[src/rtl/hp48_bus_ctrl.sv]
// Saturn bus master sequencer: turns one CPU nibble-transfer request into
// LOAD_PC/LOAD_DP, PC/DP READ/WRITE or CONFIGURE bus cycles.
module hp48_bus_ctrl #(
  parameter logic [3:0] IDLE_CMD = 4'h0
) (
  input  logic        strobe,
  input  logic        reset,
  input  logic        req_valid,
  output logic        req_ready,
  input  logic [1:0]  req_op,
  input  logic        req_use_dp,
  input  logic [19:0] req_addr,
  input  logic [3:0]  req_len,
  input  logic [63:0] req_wdata,
  output logic        rsp_done,
  output logic        rsp_error,
  output logic [63:0] rsp_rdata,
  output logic [3:0]  bus_command,
  output logic [3:0]  bus_nibble_out,
  input  logic [3:0]  bus_nibble_in,
  input  logic        bus_active,
  input  logic        bus_error
);

  localparam logic [3:0] BUSCMD_PC_READ   = 4'h2;
  localparam logic [3:0] BUSCMD_DP_READ   = 4'h3;
  localparam logic [3:0] BUSCMD_PC_WRITE  = 4'h4;
  localparam logic [3:0] BUSCMD_DP_WRITE  = 4'h5;
  localparam logic [3:0] BUSCMD_LOAD_PC   = 4'h6;
  localparam logic [3:0] BUSCMD_LOAD_DP   = 4'h7;
  localparam logic [3:0] BUSCMD_CONFIGURE = 4'h8;

  localparam logic [1:0] OP_READ   = 2'b00;
  localparam logic [1:0] OP_WRITE  = 2'b01;
  localparam logic [1:0] OP_CONFIG = 2'b10;

  typedef enum logic [2:0] {
    S_IDLE   = 3'd0,
    S_LOAD   = 3'd1,
    S_XFER   = 3'd2,
    S_FINISH = 3'd3,
    S_CONFIG = 3'd4,
    S_ABORT  = 3'd5
  } state_t;

  state_t      state_q, state_nx;
  logic [3:0]  cnt_q, cnt_nx;
  logic [1:0]  op_q, op_nx;
  logic        dp_q, dp_nx;
  logic [19:0] addr_q, addr_nx;
  logic [3:0]  len_q, len_nx;
  logic [63:0] wdata_q, wdata_nx;
  logic [63:0] rdata_nx;
  logic [19:0] pc_ptr_q, pc_ptr_nx;
  logic [19:0] dp_ptr_q, dp_ptr_nx;
  logic        pc_valid_q, pc_valid_nx;
  logic        dp_valid_q, dp_valid_nx;
  logic        shadow_hit;

  logic [3:0]  cmd_nx;
  logic [3:0]  nib_nx;
  logic        done_nx;
  logic        error_nx;

  assign req_ready = (state_q == S_IDLE);

  // A matching valid shadow means the peripheral pointer already sits at req_addr.
  assign shadow_hit = req_use_dp ? (dp_valid_q && (dp_ptr_q == req_addr))
                                 : (pc_valid_q && (pc_ptr_q == req_addr));

  // State register plus registered bus/response outputs
  always_ff @(posedge strobe) begin
    if (reset) begin
      state_q        <= S_IDLE;
      cnt_q          <= 4'd0;
      pc_valid_q     <= 1'b0;
      dp_valid_q     <= 1'b0;
      rsp_rdata      <= 64'd0;
      bus_command    <= IDLE_CMD;
      bus_nibble_out <= 4'd0;
      rsp_done       <= 1'b0;
      rsp_error      <= 1'b0;
    end else begin
      state_q        <= state_nx;
      cnt_q          <= cnt_nx;
      pc_valid_q     <= pc_valid_nx;
      dp_valid_q     <= dp_valid_nx;
      rsp_rdata      <= rdata_nx;
      bus_command    <= cmd_nx;
      bus_nibble_out <= nib_nx;
      rsp_done       <= done_nx;
      rsp_error      <= error_nx;
    end
  end

  // Request latch and shadow pointers; meaningful only alongside the valid flags
  always_ff @(posedge strobe) begin
    op_q     <= op_nx;
    dp_q     <= dp_nx;
    addr_q   <= addr_nx;
    len_q    <= len_nx;
    wdata_q  <= wdata_nx;
    pc_ptr_q <= pc_ptr_nx;
    dp_ptr_q <= dp_ptr_nx;
  end

  // Next-state and datapath update
  always_comb begin
    state_nx    = state_q;
    cnt_nx      = cnt_q;
    op_nx       = op_q;
    dp_nx       = dp_q;
    addr_nx     = addr_q;
    len_nx      = len_q;
    wdata_nx    = wdata_q;
    rdata_nx    = rsp_rdata;
    pc_ptr_nx   = pc_ptr_q;
    dp_ptr_nx   = dp_ptr_q;
    pc_valid_nx = pc_valid_q;
    dp_valid_nx = dp_valid_q;

    case (state_q)
      S_IDLE: begin
        if (req_valid) begin
          op_nx    = req_op;
          dp_nx    = req_use_dp;
          addr_nx  = req_addr;
          len_nx   = req_len;
          wdata_nx = req_wdata;
          cnt_nx   = 4'd0;
          case (req_op)
            OP_CONFIG: state_nx = S_CONFIG;
            2'b11: begin
              state_nx    = S_ABORT;
              pc_valid_nx = 1'b0;
              dp_valid_nx = 1'b0;
            end
            default: state_nx = shadow_hit ? S_XFER : S_LOAD;
          endcase
        end
      end

      S_LOAD: begin
        if (bus_error) begin
          state_nx = S_ABORT;
          if (dp_q) dp_valid_nx = 1'b0;
          else      pc_valid_nx = 1'b0;
        end else if (cnt_q == 4'd4) begin
          state_nx = S_XFER;
          cnt_nx   = 4'd0;
          if (dp_q) begin
            dp_ptr_nx   = addr_q;
            dp_valid_nx = 1'b1;
          end else begin
            pc_ptr_nx   = addr_q;
            pc_valid_nx = 1'b1;
          end
        end else begin
          cnt_nx = cnt_q + 4'd1;
        end
      end

      S_CONFIG: begin
        if (bus_error) begin
          state_nx    = S_ABORT;
          pc_valid_nx = 1'b0;
          dp_valid_nx = 1'b0;
        end else if (cnt_q == 4'd4) begin
          state_nx = S_FINISH;
        end else begin
          cnt_nx = cnt_q + 4'd1;
        end
      end

      S_XFER: begin
        if (!bus_active || bus_error) begin
          state_nx = S_ABORT;
          if (dp_q) dp_valid_nx = 1'b0;
          else      pc_valid_nx = 1'b0;
        end else begin
          if (op_q == OP_READ) rdata_nx[{cnt_q, 2'b00} +: 4] = bus_nibble_in;
          // The peripheral pointer steps once per transferred nibble and wraps at 2^20.
          if (dp_q) dp_ptr_nx = dp_ptr_q + 20'd1;
          else      pc_ptr_nx = pc_ptr_q + 20'd1;
          if (cnt_q == len_q) state_nx = S_FINISH;
          else                cnt_nx   = cnt_q + 4'd1;
        end
      end

      S_FINISH: state_nx = S_IDLE;
      S_ABORT:  state_nx = S_IDLE;
      default:  state_nx = S_IDLE;
    endcase
  end

  // Output decode from the upcoming state, so bus outputs leave flops
  always_comb begin
    cmd_nx   = IDLE_CMD;
    nib_nx   = 4'd0;
    done_nx  = (state_nx == S_FINISH);
    error_nx = (state_nx == S_ABORT);

    case (state_nx)
      S_LOAD: begin
        cmd_nx = dp_nx ? BUSCMD_LOAD_DP : BUSCMD_LOAD_PC;
        nib_nx = addr_nx[{cnt_nx[2:0], 2'b00} +: 4];
      end
      S_CONFIG: begin
        cmd_nx = BUSCMD_CONFIGURE;
        nib_nx = addr_nx[{cnt_nx[2:0], 2'b00} +: 4];
      end
      S_XFER: begin
        if (op_nx == OP_WRITE) begin
          cmd_nx = dp_nx ? BUSCMD_DP_WRITE : BUSCMD_PC_WRITE;
          nib_nx = wdata_nx[{cnt_nx, 2'b00} +: 4];
        end else begin
          cmd_nx = dp_nx ? BUSCMD_DP_READ : BUSCMD_PC_READ;
        end
      end
      default: begin
        cmd_nx = IDLE_CMD;
        nib_nx = 4'd0;
      end
    endcase
  end

endmodule

[config.mk]
export PLATFORM = sky130hd
export DESIGN_NAME = hp48_bus_ctrl
export DESIGN_NICKNAME = d
export VERILOG_FILES = /design/src/rtl/hp48_bus_ctrl.sv
export SDC_FILE = /design/constraint.sdc
export NUM_CORES = 1
export LEC_CHECK = 0
export ABC_CLOCK_PERIOD_IN_PS = 4800
export BUFFER_PORTS_ARGS = -buffer_cell sky130_fd_sc_hd__buf_2
export CORE_MARGIN = 2
export CORE_UTILIZATION = 55
export DETAILED_ROUTE_END_ITERATION = 6
export PLACE_DENSITY_LB_ADDON = 0.1
export REMOVE_ABC_BUFFERS = 1
export SKIP_LAST_GASP = 1
export SYNTH_ARGS = -nofsm -noshare
export SYNTH_HDL_FRONTEND = slang
export SYNTH_SLANG_ARGS = --single-unit
export TNS_END_PERCENT = 30
[constraint.sdc]
create_clock -name strobe -period 4.8 [get_ports strobe]
set_input_delay 0.96 -clock strobe [delete_from_list [all_inputs] [get_ports strobe]]
set_output_delay 0.96 -clock strobe [all_outputs]
set_load 0.02 [all_outputs]
## Word-level counts from Yosys, hierarchy flattened

Index checks and enable logic that the tools add are counted.

- Register bits: 214
- Latch bits: 0
- Bits in writable memories: 0
- ROM bits: 0
- Bits of input ports: 100
- Output and inout port bits: 75
- Word-level logic and storage cells: 131
- Memories kept: 0

- $add $sub $neg: 4
- Multipliers: 0
- Div/mod/pow operators: 0
- Magnitude comparators: 0
- Equal/unequal tests: 29
- Shift-type cells: 4
- Muxes and demuxes: 62
- Bitwise logic cells: 1
- Reductions and logical operators: 15

Operators by type and width:

| operator | number |
|---|---|
| 2-to-1 mux 20 bit | 12 |
| 2-to-1 mux 64 bit | 2 |
| one-hot mux 20 bit (2 select lines) | 2 |
| bitwise mux 64 bit | 1 |
| variable shift 4 x 8 -> 64 bit (first input constant) | 1 |
| indexed part select 4 x 8 -> 64 bit | 1 |
| indexed part select 64 x 7 -> 4 bit | 1 |
| adder 20 x 1 -> 20 bit (second input constant) | 2 |
| == test 20 bit | 2 |
| 2-to-1 mux 4 bit | 8 |
| 2-to-1 mux 3 bit | 8 |
| inequality test 2 bit (second input constant) | 10 |
| indexed part select 20 x 6 -> 4 bit | 1 |
| 2-to-1 mux 1 bit | 19 |
| one-hot mux 4 bit (4 select lines) | 1 |
| AND reduction 7 bit | 2 |
| one-hot mux 3 bit (4 select lines) | 1 |
| one-hot mux 4 bit (3 select lines) | 1 |
| AND reduction 6 bit | 2 |
| == test 3 x 2 -> 1 bit (second input constant) | 3 |
| == test 3 bit (second input constant) | 3 |
| inequality test 3 bit (second input constant) | 3 |
| negator 6 -> 8 bit | 1 |
| one-hot mux 1 bit (4 select lines) | 2 |
| 21 further kinds | 26 |

## Depth between registers and ports, before layout

Gate-level depths: netlist (run 1).

- Word-level depth: 10
- Gate-level depth with buffers: 18
- Depth with buffers taken out: 14

## Worst setup path after synthesis (run 1)

No wires, ideal clock.

- Path type: register to register
- From: reg cnt_q[0]
- To: reg bus_nibble_out[2]
- Setup time: 0.116 ns
- Arrival time: 3.208 ns
- Required time: 4.684 ns
- Path slack: 1.476 ns
- Stages on the path, launching flop included: 17
- Buffers on the path: 3
- Period minus slack after synthesis: 3.324 ns
- Cell sequence: dfxtp_1 clkbuf_1 inv_1 ha_1 and3b_1 buf_6 inv_1 ha_1 nor3b_1 a31oi_1 nor3_1 nand3b_1 o32a_1 clkbuf_1 or3_1 o2111ai_1 a41o_1

- Word-level cells in the longest chain between the ends: 7

RTL lines:

| item | line | text |
|---|---|---|
| from (decl) | 47 | `logic [3:0] cnt_q, cnt_nx;` |
| from (signal assigned) | 85 | `cnt_q <= cnt_nx;` |
| adder 4 x 1 -> 4 bit, or another cell as far along | 159, 171, 186 |  |
| 2-to-1 mux 4 bit, or another cell as far along | 185 | `if (cnt_q == len_q) state_nx = S_FINISH;` |
| 2-to-1 mux 4 bit, or another cell as far along | 176 | `if (!bus_active \|\| bus_error) begin` |
| one-hot mux 4 bit (4 select lines) or one-hot mux 3 bit (4 select lines) (tied branches) | 122 | `case (state_q)` |
| indexed part select 64 x 7 -> 4 bit, or another cell as far along | 215 | `nib_nx = wdata_nx[{cnt_nx, 2'b00} +: 4];` |
| 2-to-1 mux 4 bit or OR reduction 2 bit (tied branches) | -- |  |
| one-hot mux 4 bit (2 select lines) (*) | 203 | `case (state_nx)` |
| to (signal assigned) | 90 | `bus_nibble_out <= nib_nx;` |
| to (decl) | 19 | `output logic [3:0] bus_nibble_out,` |

Every way passes the cells marked *; elsewhere a longest branch is shown, timed or not.
A chain may end at the register's enable or synchronous reset.

## Final worst setup path (run 1)

- From: reg cnt_q[0]
- To: reg bus_nibble_out[3]

The elaborated chain is that of the path after synthesis.

==> flow_summary_export.csv, run 1 <==
group,metric,value,unit
min_path,hold_end,"rsp_rdata[61]",
routing,wl_met1,11460,µm
global_routing,antenna_found_initial,0,
yosys,synth_top_area_share,33.71,%
layout,diodes,0,
critical_path,worst-path-buf-inv,3,
yosys,yosys.area.top_type,"dfxtp_1",
yosys,syn-instance-count,1017,
yosys,syn_area_per_cell,9.926,µm²
placement,place_inst,1374,
routing,via_count,7910,
sta,worst_clock_skew,0.007264,ns
floorplanning,io_pins,175,
cts,htreeDepth,1,
routing,vias_per_cell,5.610,
cts,worstSkewPairLatency,0.51,ns
outcome,outcome,"finished, final reports clean",
sta,finalCritPeriodShare,79.86,%
critical_path,critPathCaptureType,"flip-flop",
flow_run,maxCapViolations,0,
floorplanning,row_count,49,
sta,clock.fmax,260.9,MHz
cts,cts_tree,"done",
sta,relSlewSlack,31.71,%
routing,highest_layer,"met4",
placement,finalWeightedCongestion,0.8618,
sta,worst_pin_slew,1.024,ns
min_path,hold_depth,2,
layout,nets,1278,
pwr,p_comb_share,24.8,%
critical_path,required,5.25,ns
routing,ant_nets,0,
yosys,synth_cell_types,60,
critical_path,r2r_start,"cnt_q[0]",
critical_path,path_class,"reg2reg",
sta,rsz0062_at_grt,"false",
yosys,synth-seq-area-share,46.80,%
yosys,yosys_warnings,0,
critical_path,cp_cell_sequence,"inv_1, ha_1, and3b_1, inv_1, ha_1, nor3b_1, a31oi_1, nor3_1, nand3b_1, o32ai_2, buf_4, or3_1, a2bb2oi_1, a41o_1",
critical_path,critPathMaxStageDelay,0.66,ns
routing,wl_met2,11000,µm
pwr,internal_power,3787,µW
critical_path,cpLargestDelayFamily,"simple AND/OR/NAND/NOR gates",
placement,place.port_buffers,174,
sta,finalHoldViolations,0,
pwr,p_switching,1518,µW
placement,dpl.hpwl,17570,µm
routing,drt_first_iter_violations,391,
floorplanning,die_y,139.5,µm
yosys,synthTopCellsByArea,"dfxtp_1 (34%), edfxtp_1 (13%), mux2_2 (9.4%)",
cts,postCtsSetupBuffers,0,
layout,final_cells,1410,
pwr,p_seq_share,44.0,%
global_routing,grt_max_degree,75,
floorplanning,core_area,0.01796,mm²
floorplanning,start_util,56.20,%
pwr,power_per_cell_area,452.5,mW/mm²
yosys,syn_area,0.01009,mm²
min_path,worstHoldStart,"rsp_rdata[61]",
yosys,async_flop_share,0,%
critical_path,cp_max_fo,22,
floorplanning,die_width,139.5,µm
sta,tns,0,ns
yosys,synth_edf_count,44,
yosys,ys.flop_type,"dfxtp_1",
cts,cts_sinks,214,
sta,fin_ws,0.9667,ns
global_routing,grt_pass1_wl,39720,µm
pwr,p_leak,0.005130,µW
floorplanning,dieArea,0.01945,mm²
global_routing,grt_pass1_vias,7701,
critical_path,slowest_stage,"dfxtp_1",
cts,holdBufCountCts,0,
pwr,clkPwrFrac,31.2,%
cts,cts_buffer_depth,3,
min_path,min_path_type,"reg2reg",
cts,cts-root-buf,"clkbuf_16",
layout,synthToLayoutAreaGrowth,16.13,%
routing,drcViolationCount,0,
sta,maxSlewViolCount,0,
critical_path,reg2reg_depth,14,
sta,fin_crit,3.833,ns
critical_path,reg2reg_slack,0.97,ns
layout,drive_above_1_share,26.08,%
global_routing,gr-total-overflow,0,
pwr,ir_drop,0.0003088,V
cts,clk_pin_slew,0.06,ns
routing,totalWireLength,24720,µm
critical_path,cp-start-kind,"flip-flop",
critical_path,cp.arrival,4.28,ns
cts,cts-buffers-inserted,23,
routing,avgRoutedWirePerCell,17.53,µm
yosys,ys_seq_elements,214,
sta,finalSetupViolCount,0,
cts,cts_resized,0,
pwr,netSwitchingFraction,28.61,%
global_routing,track_usage,24.96,%
placement,pre_cts_ws,0.9491,ns
critical_path,reg2reg_to,"bus_nibble_out[3]",
routing,firstDrtPassIters,5,
routing,route.met3.wl,1795,µm
[area by class of cell]
cell class | count | area (µm²)
Inverter | 12 | 45.04
Clock buffer | 31 | 635.6
Timing Repair Buffer | 181 | 923.4
Tap cell | 229 | 286.5
Fill cell | 1526 | 6241
Multi-Input combinational cell | 738 | 5057
Sequential cell | 214 | 4725
Clock inverter | 5 | 50.05
[routing by layer]
layer  track usage, %  up-vias
li1                 -     3875
met5                0        -
met3            5.334       41
met4            7.018        0
met1            35.50     3746
met2            38.62      248
[worst max path at each step]
stage                     slack, ns        from  depth (start not counted)                end
final                          0.97    cnt_q[0]                         14  bus_nibble_out[3]
after global placement         1.13    cnt_q[0]                         14  bus_nibble_out[0]
after floorplan                0.21  state_q[2]                          8  bus_nibble_out[0]
after detailed placement       0.95    cnt_q[0]                         13  bus_nibble_out[2]
after global routing           0.57    cnt_q[0]                         13  bus_nibble_out[2]
after CTS                      0.93    cnt_q[0]                         13  bus_nibble_out[2]
[cells by family after synthesis]
group | count (synthesis) | synth area share (%)
AND/OR/NAND/NOR | 352 | 16.91
multiplexers | 155 | 16.41
AO/OA/AOI/OAI | 142 | 8.664
flip-flops | 214 | 46.80
buffers and inverters | 65 | 3.198
XOR/XNOR | 81 | 7.028
adder cells (fa/ha/maj) | 8 | 0.9916
[registers in the layout, indices dropped and copies added (netlist names), 4 cells and up]
name            count
addr_q             20
bus_command         4
bus_nibble_out      4
cnt_q               4
dp_ptr_q           20
len_q               4
pc_ptr_q           20
rsp_rdata          64
wdata_q            64
[cell usage after synthesis, drive strengths merged (9+ instances only)]
library cell,count
xnor2,11
o21ai,14
and3,16
nand2,68
nand4,9
nor2b,12
nand3,28
inv,12
mux2i,71
mux2,84
and2,10
xor2,70
nor3,22
edfxtp,44
clkbuf,25
a21oi,81
buf,28
dfxtp,170
nor2,137
or3,18
nor4,9
[stage by stage]
| step | utilization [%] | total power, µW | instance area (µm²) | hold slack [ns] |
|---|---|---|---|---|
| 6_report | 65.26 | 5304 | 11720 | 0.4518 |
| 5_1_grt | 65.26 | 5572 | 11720 | 0.4693 |
| 4_1_cts | 65.26 | 5334 | 11720 | 0.4518 |
| 2_1_floorplan | - | 3297 | 9817 | 0.4505 |
| 3_5_place_dp | 61.44 | 3675 | 11040 | 0.4441 |
| 3_3_place_gp | 61.44 | 3638 | 11040 | 0.4404 |
[worst min-delay path: stages (launching register included)]
cell and delay [ns]:
dfxtp_1 0.31, nand2_1 0.05, a21oi_1 0.05
[placed cells by master, fill, tap and decap left out, types with 5 or more instances in the layout]
master and instances:
o21ai_0 11, ha_1 8, mux2_2 84, edfxtp_1 44, nor2b_1 12, dfxtp_1 170, nand2_1 66, buf_4 7
nand4_1 9, a41o_1 5, or3_1 18, nand3_1 28, a22oi_1 5, nand2b_1 8, nor4_1 8, clkbuf_16 23
nor2_1 136, and2_1 9, inv_1 12, xnor2_1 11, a31oi_1 6, xor2_1 70, nor3_1 22, a21oi_1 81
clkbuf_1 5, buf_2 174, mux2i_1 71, and3_1 16, o21a_1 7
[power by group through the flow]
stage	logic, µW	registers [µW]	clock network, µW
after floorplan	936	2360	0
after global placement	1280	2360	0
after detailed placement	1300	2370	0
after CTS	1310	2330	1690
after global routing	1440	2370	1760
final	1320	2330	1650
Note: power is estimated with default switching activity, not from simulation.
==> run 2, diff against run 1 <==
--- a/config.mk
+++ b/config.mk
@@ -5,7 +5,7 @@
 export SDC_FILE = /design/constraint.sdc
 export NUM_CORES = 1
 export LEC_CHECK = 0
-export ABC_CLOCK_PERIOD_IN_PS = 4800
+export ABC_CLOCK_PERIOD_IN_PS = 3700
 export BUFFER_PORTS_ARGS = -buffer_cell sky130_fd_sc_hd__buf_2
 export CORE_MARGIN = 2
 export CORE_UTILIZATION = 55
==> constraint.sdc (replaced) <==
create_clock -name strobe -period 3.7 [get_ports strobe]
set_input_delay 0.74 -clock strobe [delete_from_list [all_inputs] [get_ports strobe]]
set_output_delay 0.74 -clock strobe [all_outputs]
set_load 0.02 [all_outputs]
==> run 2 against run 1 <==
Die area stayed put. Sequential power is 30% higher. Wire length is 2.8% higher. Worst setup slack worse by 0.43 ns. Largest power group unchanged. Critical path type unchanged. Global-route usage is 0.59 points higher. Non-clock buffer count is 8 higher. Register-to-register slack worse by 0.43 ns.
==> flow_summary_export.csv, run 2 (synthesized netlist as in run 1, its figures left out) <==
group,metric,value,unit
outcome,outcome,"finished, final reports clean",
min_path,min_path_type,"in2reg",
sta,finalSetupViolCount,0,
cts,postCtsSetupBuffers,0,
placement,placed_area,0.01113,mm²
floorplanning,dieArea,0.01945,mm²
floorplanning,die_width,139.5,µm
routing,vias_per_cell,5.587,
floorplanning,core_area,0.01796,mm²
cts,cts_tree,"done",
layout,final_cells,1427,
floorplanning,row_count,49,
cts,cts-buffers-inserted,24,
cts,worstSkewPairLatency,0.52,ns
critical_path,cp.arrival,3.63,ns
sta,clock.fmax,315.9,MHz
routing,ant_nets,0,
routing,route.met3.wl,1856,µm
sta,worst_pin_slew,0.7557,ns
global_routing,gr-total-overflow,0,
sta,worst_clock_skew,0.01548,ns
cts,cts-root-buf,"clkbuf_16",
critical_path,cp_cell_sequence,"inv_1, ha_1, and3b_1, inv_1, ha_1, nor3b_1, a31oi_1, nor3_1, nand3b_1, o32ai_2, buf_12, or3_1, a2bb2oi_1, a41o_1",
floorplanning,die_y,139.5,µm
cts,clk_pin_slew,0.06,ns
critical_path,critPathCaptureType,"flip-flop",
global_routing,grt_pass1_wl,40560,µm
placement,place_inst,1382,
global_routing,antenna_found_initial,2,
routing,via_count,7973,
routing,drcViolationCount,0,
global_routing,grt_pass1_vias,7907,
cts,cts_sinks,214,
floorplanning,start_util,56.20,%
routing,wl_met1,11600,µm
placement,finalWeightedCongestion,0.8479,
sta,rsz0062_at_grt,"false",
sta,finalHoldViolations,0,
placement,dpl.hpwl,18200,µm
critical_path,reg2reg_slack,0.53,ns
floorplanning,io_pins,175,
sta,maxSlewViolCount,0,
critical_path,path_class,"reg2reg",
routing,wl_met2,11410,µm
critical_path,cpLargestDelayFamily,"simple AND/OR/NAND/NOR gates",
critical_path,required,4.17,ns
critical_path,slowest_stage,"or3_1",
critical_path,cp-start-kind,"flip-flop",
layout,synthToLayoutAreaGrowth,18.53,%
flow_run,maxCapViolations,0,
pwr,ir_drop,0.0005008,V
layout,most-common-layout-cells,"buf_2 (174), dfxtp_1 (170), nor2_1 (136)",
placement,place.port_buffers,174,
critical_path,worst-path-buf-inv,3,
critical_path,critPathMaxStageDelay,0.36,ns
global_routing,track_usage,25.55,%
layout,top_regs,"rsp_rdata x64, wdata_q x64",
sta,relSlewSlack,49.62,%
critical_path,cp_max_fo,13,
layout,drive_above_1_share,26.73,%
sta,tns,0,ns
pwr,p_leak,0.005239,µW
layout,fin_util,66.61,%
pwr,power_per_cell_area,602.0,mW/mm²
routing,avgRoutedWirePerCell,17.81,µm
routing,highest_layer,"met4",
cts,cts_buffer_depth,3,
cts,cts_resized,0,
cts,holdBufCountCts,0,
layout,final_area,0.01197,mm²
layout,final_common_cell,"buf_2",
sta,finalCritPeriodShare,85.56,%
pwr,total_power,7204,µW
sta,fin_crit,3.166,ns
cts,htreeDepth,1,
global_routing,grt_max_degree,67,
routing,drt_first_iter_violations,482,
layout,nets,1287,
routing,totalWireLength,25420,µm
routing,firstDrtPassIters,5,
-- run 2: cell count changes in the layout (fill, tap and decap cells not counted) --
cell / change
clkinv_1: +3
clkbuf_16: +5
buf_4: +5
clkinvlp_4: +3
buf_12: +3
clkinv_2: -4
diode_2: +1
clkbuf_1: +1
-- run 2: metal layers --
metal  up-vias  global-route usage [%]
met5         -                       0
met4         0                   6.911
met3        53                   5.850
met2       255                   40.45
met1      3765                   35.40
li1       3900                       -
-- run 2: cell type report --
type                       instances  area, µm²
fill                            1468       5998
tap                              229      286.5
sequential                       214       4725
antenna                            1      2.502
inverter                          12      45.04
clock buffer                      37      764.5
multi-input combinational        738       5057
timing repair buffer             189       1021
clock inverter                     7      63.81
-- run 2: report_power, final --
part,switching (µW),internal [µW]
clock,945,1490
sequential,156,2870
combinational,928,818
total,2030,5170
-- run 2: path summary, 6_finish.rpt --
kind                     start  cells after the start           endpoint
hold reg to reg   rsp_rdata[4]                      2       rsp_rdata[4]
setup / recovery      cnt_q[0]                     14  bus_nibble_out[0]
setup reg to reg      cnt_q[0]                     14  bus_nibble_out[0]
hold / removal      req_len[2]                      1           len_q[2]
-- run 2: per-stage QoR --
step | hold slack [ns] | worst slack [ns]
2_1_floorplan | 0.4505 | -0.8883
3_3_place_gp | 0.4423 | 0.4009
3_5_place_dp | 0.4439 | 0.3845
4_1_cts | 0.3837 | 0.5323
5_1_grt | 0.3865 | 0.2671
6_report | 0.4024 | 0.5341
==> run 3, diff against run 2 <==
--- a/config.mk
+++ b/config.mk
@@ -7,7 +7,7 @@
 export LEC_CHECK = 0
 export ABC_CLOCK_PERIOD_IN_PS = 3700
 export BUFFER_PORTS_ARGS = -buffer_cell sky130_fd_sc_hd__buf_2
-export CORE_MARGIN = 2
+export CORE_MARGIN = 10
 export CORE_UTILIZATION = 55
 export DETAILED_ROUTE_END_ITERATION = 6
 export PLACE_DENSITY_LB_ADDON = 0.1
==> run 3 against run 2 <==
Combinational power barely moved. Clock skew fell by 0.0049 ns. Flip-flop and latch count did not move. Worst setup slack got worse by 0.068 ns. Sequential share of layout area rose by 0.40 points. Critical endpoint is now bus_nibble_out[3]. Die area rose by 24%.
==> flow_summary_export.csv, run 3 (synthesized netlist as in run 1, its figures left out) <==
group,metric,value,unit
cts,cts_buffer_depth,3,
sta,fin_crit,3.234,ns
layout,final_common_cell,"buf_2",
layout,top_regs,"rsp_rdata x64, wdata_q x64",
global_routing,grt_pass1_vias,7750,
sta,relSlewSlack,51.69,%
cts,cts-root-buf,"clkbuf_16",
routing,totalWireLength,26230,µm
floorplanning,die_y,155.5,µm
layout,nets,1285,
floorplanning,io_pins,175,
routing,vias_per_cell,5.543,
layout,drive_above_1_share,26.70,%
outcome,outcome,"finished, final reports clean",
global_routing,gr-total-overflow,0,
global_routing,antenna_found_initial,1,
min_path,hold_end,"len_q[1]",
min_path,min_path_type,"in2reg",
min_path,hold_depth,1,
critical_path,cp_num_cells,14,
pwr,p_leak,0.005198,µW
critical_path,reg2reg_slack,0.47,ns
cts,worstSkewPairLatency,0.50,ns
routing,drcViolationCount,0,
sta,worst_pin_slew,0.7225,ns
sta,maxSlewViolCount,0,
critical_path,r2r_start,"cnt_q[0]",
sta,fin_ws,0.4661,ns
cts,cts_sinks,214,
floorplanning,start_util,56.00,%
pwr,p_comb_share,25.1,%
cts,holdBufCountCts,0,
critical_path,required,4.14,ns
sta,rsz0062_at_grt,"false",
pwr,clkPwrFrac,31.4,%
routing,via_count,7877,
layout,fin_util,65.71,%
cts,cts_tree,"done",
pwr,netSwitchingFraction,28.53,%
cts,cts-buffers-inserted,23,
cts,postCtsSetupBuffers,0,
floorplanning,die_width,155.5,µm
sta,finalSetupViolCount,0,
floorplanning,row_count,49,
sta,finalCritPeriodShare,87.40,%
global_routing,track_usage,20.93,%
pwr,power_per_cell_area,586.3,mW/mm²
critical_path,critPathMaxStageDelay,0.37,ns
critical_path,reg2reg_to,"bus_nibble_out[3]",
placement,place.port_buffers,174,
placement,pre_cts_ws,0.3813,ns
pwr,total_power,6944,µW
placement,dpl.hpwl,19360,µm
floorplanning,core_area,0.01802,mm²
sta,clock.fmax,309.2,MHz
min_path,worstHoldStart,"req_len[1]",
critical_path,path_class,"reg2reg",
floorplanning,dieArea,0.02417,mm²
pwr,ir_drop,0.0004891,V
critical_path,worst-path-buf-inv,3,
critical_path,cp_max_fo,14,
layout,final_cells,1421,
pwr,p_switching,1981,µW
critical_path,critPathCaptureType,"flip-flop",
critical_path,cpLargestDelayFamily,"simple AND/OR/NAND/NOR gates",
routing,ant_nets,0,
sta,finalHoldViolations,0,
placement,place_inst,1381,
placement,finalWeightedCongestion,0.8738,
cts,clk_pin_slew,0.06,ns
layout,synthToLayoutAreaGrowth,17.33,%
critical_path,reg2reg_depth,14,
sta,worst_clock_skew,0.01061,ns
critical_path,cp_cell_sequence,"inv_1, ha_1, and3b_1, inv_1, ha_1, nor3b_1, a31oi_1, nor3_1, nand3b_1, o32ai_2, buf_12, or3_1, a2bb2oi_1, a41o_1",
routing,avgRoutedWirePerCell,18.46,µm
global_routing,grt_pass1_wl,41650,µm
critical_path,slowest_stage,"nor3_1",
pwr,p_seq_share,43.5,%
cts,cts_resized,0,
layout,most-common-layout-cells,"buf_2 (174), dfxtp_1 (170), nor2_1 (136)",
flow_run,maxCapViolations,0,
global_routing,grt_max_degree,58,
critical_path,cp-start-kind,"flip-flop",
critical_path,cp.arrival,3.68,ns
cts,htreeDepth,1,
routing,firstDrtPassIters,5,
pwr,internal_power,4963,µW
routing,drt_first_iter_violations,491,
==> run 3: worst max-delay path by stage <==
stage	to	slack, ns	startpoint
after global placement	bus_nibble_out[0]	0.43	bus_error
final	bus_nibble_out[3]	0.47	cnt_q[0]
after floorplan	bus_nibble_out[0]	-0.89	state_q[2]
after CTS	bus_nibble_out[3]	0.47	cnt_q[0]
after detailed placement	bus_nibble_out[3]	0.38	bus_error
after global routing	bus_nibble_out[0]	0.21	cnt_q[2]
==> run 3: power by group through the flow <==
stage / Combinational, µW / Clock (µW) / Sequential (µW)
6_report: 1750 / 2180 / 3020
5_1_grt: 1920 / 2310 / 3060
4_1_cts: 1750 / 2220 / 3020
3_5_place_dp: 1740 / 0 / 3070
3_3_place_gp: 1720 / 0 / 3050
2_1_floorplan: 1210 / 0 / 3060
==> run 3: worst register-to-register path, delay by kind of cell (launching register included) <==
family                     cells  cell delay [ns]
AOI/OAI and AO/OA              4             0.65
adders and majority gates      2             0.49
buffers and inverters          3             0.41
DFF                            1             0.31
and+or+nand+nor                5             1.33
==> run 3: layout make-up <==
class | instances | area (µm²)
fillers | 1510 | 6181
flip-flops and latches | 214 | 4725
multi-input cells | 738 | 5057
clock inverters | 5 | 26.28
well taps | 229 | 286.5
inverters | 12 | 45.04
clock buffers | 34 | 688.2
repair buffers | 188 | 1013
diodes | 1 | 2.502
==> run 3: routing by layer <==
| layer | vias to the layer above | wire (µm) | global-route usage [%] |
|---|---|---|---|
| met5 | - | 0 | 0 |
| li1 | 3910 | - | - |
| met4 | 0 | 396 | 5.080 |
| met1 | 3710 | 12100 | 29.06 |
| met2 | 227 | 11920 | 32.20 |
| met3 | 30 | 1805 | 4.880 |
==> run 3: stage by stage <==
stage	hold WS, ns	TNS, ns	area, µm²
finish	0.4200	0	11840
global route	0.4100	0	11840
CTS	0.4021	0	11840
detailed placement	0.4451	0	11130
global placement	0.4360	0	11130
floorplan	0.4505	-25.11	9817
